### src/rtl/lane_swapper.sv
// lane_swapper: permutes a DATA_W-bit word at LANE_W-bit lane granularity on a
// valid/ready stream. The mode is chosen per beat: pass, swap adjacent lanes,
// reverse lane order, or reverse every bit. A main register plus one skid entry
// keep full throughput with a registered in_ready. A saturating counter tracks
// accepted beats for debug.
//
// Ports:
//   clk       rising-edge clock
//   reset     asynchronous active-low reset
//   in_data   input word
//   in_mode   per-beat mode (00 pass, 01 lane swap, 10 lane reverse, 11 bit reverse)
//   in_valid  producer has a beat
//   in_ready  block can accept a beat (registered)
//   out_data  permuted word
//   out_valid out_data is valid
//   out_ready consumer accepts the beat
//   beat_cnt  saturating count of accepted beats
//   cnt_clr   synchronous clear of beat_cnt (wins over a same-cycle accept)
module lane_swapper #(
  parameter int unsigned DATA_W = 8,
  parameter int unsigned LANE_W = 4,
  parameter int unsigned CNT_W  = 16
) (
  input  logic              clk,
  input  logic              reset,
  input  logic [DATA_W-1:0] in_data,
  input  logic [1:0]        in_mode,
  input  logic              in_valid,
  output logic              in_ready,
  output logic [DATA_W-1:0] out_data,
  output logic              out_valid,
  input  logic              out_ready,
  output logic [CNT_W-1:0]  beat_cnt,
  input  logic              cnt_clr
);

  localparam int unsigned NUM_LANES = DATA_W / LANE_W;

  localparam logic [1:0] MODE_PASS   = 2'b00;
  localparam logic [1:0] MODE_SWAP   = 2'b01;
  localparam logic [1:0] MODE_REV    = 2'b10;
  localparam logic [1:0] MODE_BITREV = 2'b11;

  // Lane swap needs lanes in pairs.
  if ((DATA_W % (2 * LANE_W)) != 0) begin : g_param_check
    $error("lane_swapper: DATA_W must be a multiple of 2*LANE_W");
  end

  logic [DATA_W-1:0] main_q, main_d;
  logic [DATA_W-1:0] skid_q, skid_d;
  logic              main_valid_q, main_valid_d;
  logic              skid_valid_q, skid_valid_d;
  logic              ready_q;
  logic [CNT_W-1:0]  cnt_q, cnt_d;
  logic [DATA_W-1:0] perm_c;
  logic              accept_c;
  logic              emit_c;

  assign accept_c = in_valid & ready_q;
  assign emit_c   = main_valid_q & out_ready;

  // Permutation of the incoming beat, applied at acceptance.
  always_comb begin
    perm_c = in_data;
    case (in_mode)
      MODE_PASS: perm_c = in_data;
      MODE_SWAP: begin
        for (int unsigned k = 0; k < NUM_LANES; k++) begin
          perm_c[k*LANE_W +: LANE_W] = in_data[(k ^ 32'd1)*LANE_W +: LANE_W];
        end
      end
      MODE_REV: begin
        for (int unsigned k = 0; k < NUM_LANES; k++) begin
          perm_c[k*LANE_W +: LANE_W] = in_data[(NUM_LANES-1-k)*LANE_W +: LANE_W];
        end
      end
      MODE_BITREV: begin
        for (int unsigned i = 0; i < DATA_W; i++) begin
          perm_c[i] = in_data[DATA_W-1-i];
        end
      end
      default: perm_c = in_data;
    endcase
  end

  // Main/skid next state. Accept is impossible while the skid entry is full,
  // so the skid-to-main move never collides with a new beat.
  always_comb begin
    main_d       = main_q;
    main_valid_d = main_valid_q;
    skid_d       = skid_q;
    skid_valid_d = skid_valid_q;
    if (emit_c) begin
      if (skid_valid_q) begin
        main_d       = skid_q;
        skid_valid_d = 1'b0;
      end else if (accept_c) begin
        main_d = perm_c;
      end else begin
        main_valid_d = 1'b0;
      end
    end else if (accept_c) begin
      if (!main_valid_q) begin
        main_d       = perm_c;
        main_valid_d = 1'b1;
      end else begin
        skid_d       = perm_c;
        skid_valid_d = 1'b1;
      end
    end
  end

  // Saturating beat counter; clear wins over a same-cycle accept.
  always_comb begin
    cnt_d = cnt_q;
    if (cnt_clr) begin
      cnt_d = '0;
    end else if (accept_c && (cnt_q != {CNT_W{1'b1}})) begin
      cnt_d = cnt_q + CNT_W'(1);
    end
  end

  always_ff @(posedge clk or negedge reset) begin
    if (!reset) begin
      main_q       <= '0;
      skid_q       <= '0;
      main_valid_q <= 1'b0;
      skid_valid_q <= 1'b0;
      ready_q      <= 1'b1;
      cnt_q        <= '0;
    end else begin
      main_q       <= main_d;
      skid_q       <= skid_d;
      main_valid_q <= main_valid_d;
      skid_valid_q <= skid_valid_d;
      ready_q      <= ~skid_valid_d;
      cnt_q        <= cnt_d;
    end
  end

  assign out_data  = main_q;
  assign out_valid = main_valid_q;
  assign in_ready  = ready_q;
  assign beat_cnt  = cnt_q;

endmodule

### config.mk
export PLATFORM = sky130hd
export DESIGN_NAME = lane_swapper
export DESIGN_NICKNAME = d
export VERILOG_FILES = /design/src/rtl/lane_swapper.sv
export SDC_FILE = /design/constraint.sdc
export NUM_CORES = 1
export LEC_CHECK = 0
export CORE_MARGIN = 2
export CORE_UTILIZATION = 30
export DETAILED_ROUTE_END_ITERATION = 16
export DONT_BUFFER_PORTS = 1
export HOLD_SLACK_MARGIN = 0.03
export REMOVE_ABC_BUFFERS = 1
export SKIP_CTS_REPAIR_TIMING = 1
export SYNTH_ARGS = -nofsm -noshare
export SYNTH_HDL_FRONTEND = slang
export SYNTH_SLANG_ARGS = --single-unit
### constraint.sdc
create_clock -name clk -period 2.35 [get_ports clk]
set_clock_uncertainty 0.2 [all_clocks]
set_input_delay 0.47 -clock clk [delete_from_list [all_inputs] [get_ports clk]]
set_output_delay 0.47 -clock clk [all_outputs]
set_load 0.05 [all_outputs]
==> impl_metrics.json <==
{
  "status": "finished clean",
  "ioPinCount": 41,
  "synth_area_um2": 1880,
  "die_h_um": 83.2,
  "cts_buffer_depth": 2,
  "drt-total-wl_um": 4350,
  "synth-compound-area-share_pct": 25.2,
  "timing.hold.ws_ns": 0.0339,
  "dpl_cell_area_um2": 2080,
  "num_vias": 1610,
  "p_leak_nw": 0.916,
  "synth_edf_count": 0,
  "synthArstFlopShare_pct": 100,
  "crit_required_ns": 2.33,
  "maxCapViolCount": 0,
  "dieArea_um2": 6920,
  "place_ws_ns": 0.234,
  "cts_max_level": 2,
  "finalHoldViolCount": 0,
  "root_buffer": "clkbuf_8",
  "r2r-start": "in_ready",
  "antenna_found_initial": 0,
  "critPathKind": "reg2reg",
  "nets": 235,
  "clk_latency_ns": 0.30,
  "overflow": 0,
  "critPathArrivalTime_ns": 2.13,
  "path_cells": "and2_1, nand4_1, nor4_1, mux2_1",
  "clock_sinks": 35,
  "cp-start-kind": "flip-flop",
  "port_buffers": 0,
  "rrSetupSlack_ns": 0.20,
  "postLayoutCellArea_um2": 2210,
  "ys_warn_count": 0,
  "worstPathMaxFanout": 12,
  "cpPeakStageDelay_ns": 0.55,
  "grt_pass1_vias": 1459,
  "wl_per_cell_um": 14.8,
  "ys_types": 37,
  "hold_path_startpoint": "cnt_clr",
  "cts_buffers": 5,
  "post-dp-hpwl_um": 3040,
  "setup_viol": 0,
  "hp-class": "in2reg",
  "antenna_left": 0,
  "dominantRegCellSynth": "dfrtp_1",
  "chipWidth_um": 83.2,
  "area_growth_pct": 17.8,
  "rows": 28,
  "drcViolationCount": 0,
  "synthXorXnorAreaFrac_pct": 0,
  "synth_mux_area_share_pct": 1.80,
  "cp_slowest_cell": "dfstp_2",
  "cp_num_buf_inv": 0,
  "start_util_pct": 31.4,
  "slew_viol_final": 0,
  "ir_worst_vdd_mv": 0.498,
  "setup_slack_ns": 0.199,
  "place_congestion": 0.756,
  "grt_pass1_wl_um": 7220,
  "ys_ff_latch": 35,
  "synth_simple_gate_area_share_pct": 19.8,
  "fill_cells": 615,
  "holdPathStages": 1,
  "drt_iter0_drc": 96,
  "synth_fa_ha_area_share_pct": 2.00,
  "drtPass1Iterations": 4,
  "core_um2": 5990,
  "fin_crit_sh_pct": 91.5,
  "grt_usage_pct": 13.0,
  "yosysSeqAreaShare_pct": 46.6,
  "num_antenna_cells": 0,
  "path_clk_slew_ns": 0.08,
  "fmax_mhz": 465,
  "worst_pin_slew_ns": 0.534,
  "synth_top_family_by_area": "compound AO/OA/AOI/OAI gates",
  "ff2ff_path_depth": 4,
  "drive_above_1_share_pct": 17.0,
  "relSlewSlack_pct": 64.4,
  "vias_per_cell": 5.49,
  "rsz0062_at_grt": "false",
  "period_needed_ns": 2.15,
  "syn_area_per_cell_um2": 9.55,
  "powerDensity_nw_per_um2": 957,
  "cts_tree": "yes",
  "rr_endpoint": "beat_cnt[15]",
  "tns_ns": 0,
  "min_to": "beat_cnt[6]",
  "netlist_instances": 197,
  "cp-end-kind": "flip-flop",
  "crit_family": "simple AND/OR/NAND/NOR gates",
  "grt_max_degree": 36
}
-- report_power, final --
| group | total (mW) | switching, mW | internal (mW) |
|---|---|---|---|
| Clock | 0.478 | 0.239 | 0.239 |
| Combinational | 0.511 | 0.302 | 0.208 |
| Sequential | 1.13 | 0.358 | 0.773 |
| Total | 2.12 | 0.899 | 1.22 |
-- per-stage QoR --
step | utilization [%] | total power, mW | std cells
floorplan | - | 1.49 | 185
global placement | 34.6 | 1.63 | 282
detailed placement | 34.6 | 1.65 | 282
CTS | 36.3 | 2.14 | 290
global route | 37.0 | 2.25 | 293
finish | 37.0 | 2.12 | 293
-- sequential cells by signal, summed over array words and instances (netlist names) --
name	cells
beat_cnt	16
out_data	8
skid_q	8
in_ready	1
out_valid	1
skid_valid_q	1
-- cells in the final DEF, fill, tap and decap left out, types with 2 or more instances in the layout --
master | Yosys | final
a21oi_1 | 13 | 13
ha_1 | 3 | 3
o211ai_1 | 8 | 8
nor4_1 | 4 | 4
a221o_1 | 8 | 8
or3_1 | 3 | 3
o31ai_1 | 6 | 6
o21a_1 | 10 | 10
nor3_1 | 2 | 2
clkbuf_8 | 0 | 6
nand2_1 | 26 | 26
dfrtp_1 | 34 | 34
mux2_1 | 3 | 3
buf_4 | 0 | 22
nor2_1 | 3 | 3
o21ai_1 | 3 | 3
or4_1 | 6 | 6
o21ai_0 | 18 | 18
nor2b_1 | 4 | 4
and4_1 | 2 | 2
dlygate4sd3_1 | 0 | 2
inv_1 | 6 | 6
nand4_1 | 6 | 6
nand3_1 | 5 | 5
-- cell families after synthesis --
logic type / after synthesis
buf+inv: 18
flops: 35
fa+ha+maj: 3
simple gates: 67
compound gates: 71
mux: 3
-- cell type report --
cell class              instances  area [µm²]  area share, %
clock inverters                 2        16.3          0.734
repair buffers                 25         205           9.27
clock buffers                   6        82.6           3.73
inverters                       6        22.5           1.02
multi-input cells             144         917           41.4
well taps                      75        93.8           4.24
flip-flops and latches         35         877           39.6
-- cells in the mapped netlist (2+ instances only) --
library cell	instances	area (µm²)
nor2b_1	4	25.0
or4_1	6	45.0
nand3_1	5	25.0
o21ai_1	3	15.0
nor2_1	3	11.3
nor4_1	4	25.0
buf_2	3	15.0
nand2_1	26	97.6
o21ai_0	18	90.1
inv_1	6	22.5
dfrtp_1	34	851
a21oi_1	13	65.1
buf_6	2	22.5
and4_1	2	17.5
mux2_1	3	33.8
o21a_1	10	75.1
or3_1	3	18.8
nand4_1	6	37.5
ha_1	3	37.5
a221o_1	8	80.1
o211ai_1	8	60.1
nor3_1	2	10.0
o31ai_1	6	45.0
clkbuf_1	6	22.5
-- per-layer routing --
layer / routed length [µm] / GRT usage (%)
met3: 342 / 5.37
met5: 0 / 0
met2: 2020 / 20.5
met1: 1910 / 15.4
met4: 76 / 5.96
-- how the worst max path moves through the flow --
stage            startpoint      endpoint  slack [ns]  depth (start not counted)
2_1_floorplan  beat_cnt[12]   beat_cnt[1]        0.14                          4
3_3_place_gp       in_ready   beat_cnt[9]        0.27                          4
3_5_place_dp       in_ready  beat_cnt[15]        0.23                          4
4_1_cts            in_ready  beat_cnt[15]        0.21                          4
5_1_grt            in_ready   beat_cnt[9]        0.06                          4
6_report           in_ready  beat_cnt[15]        0.20                          4
Note: power is estimated with default switching activity, not from simulation.
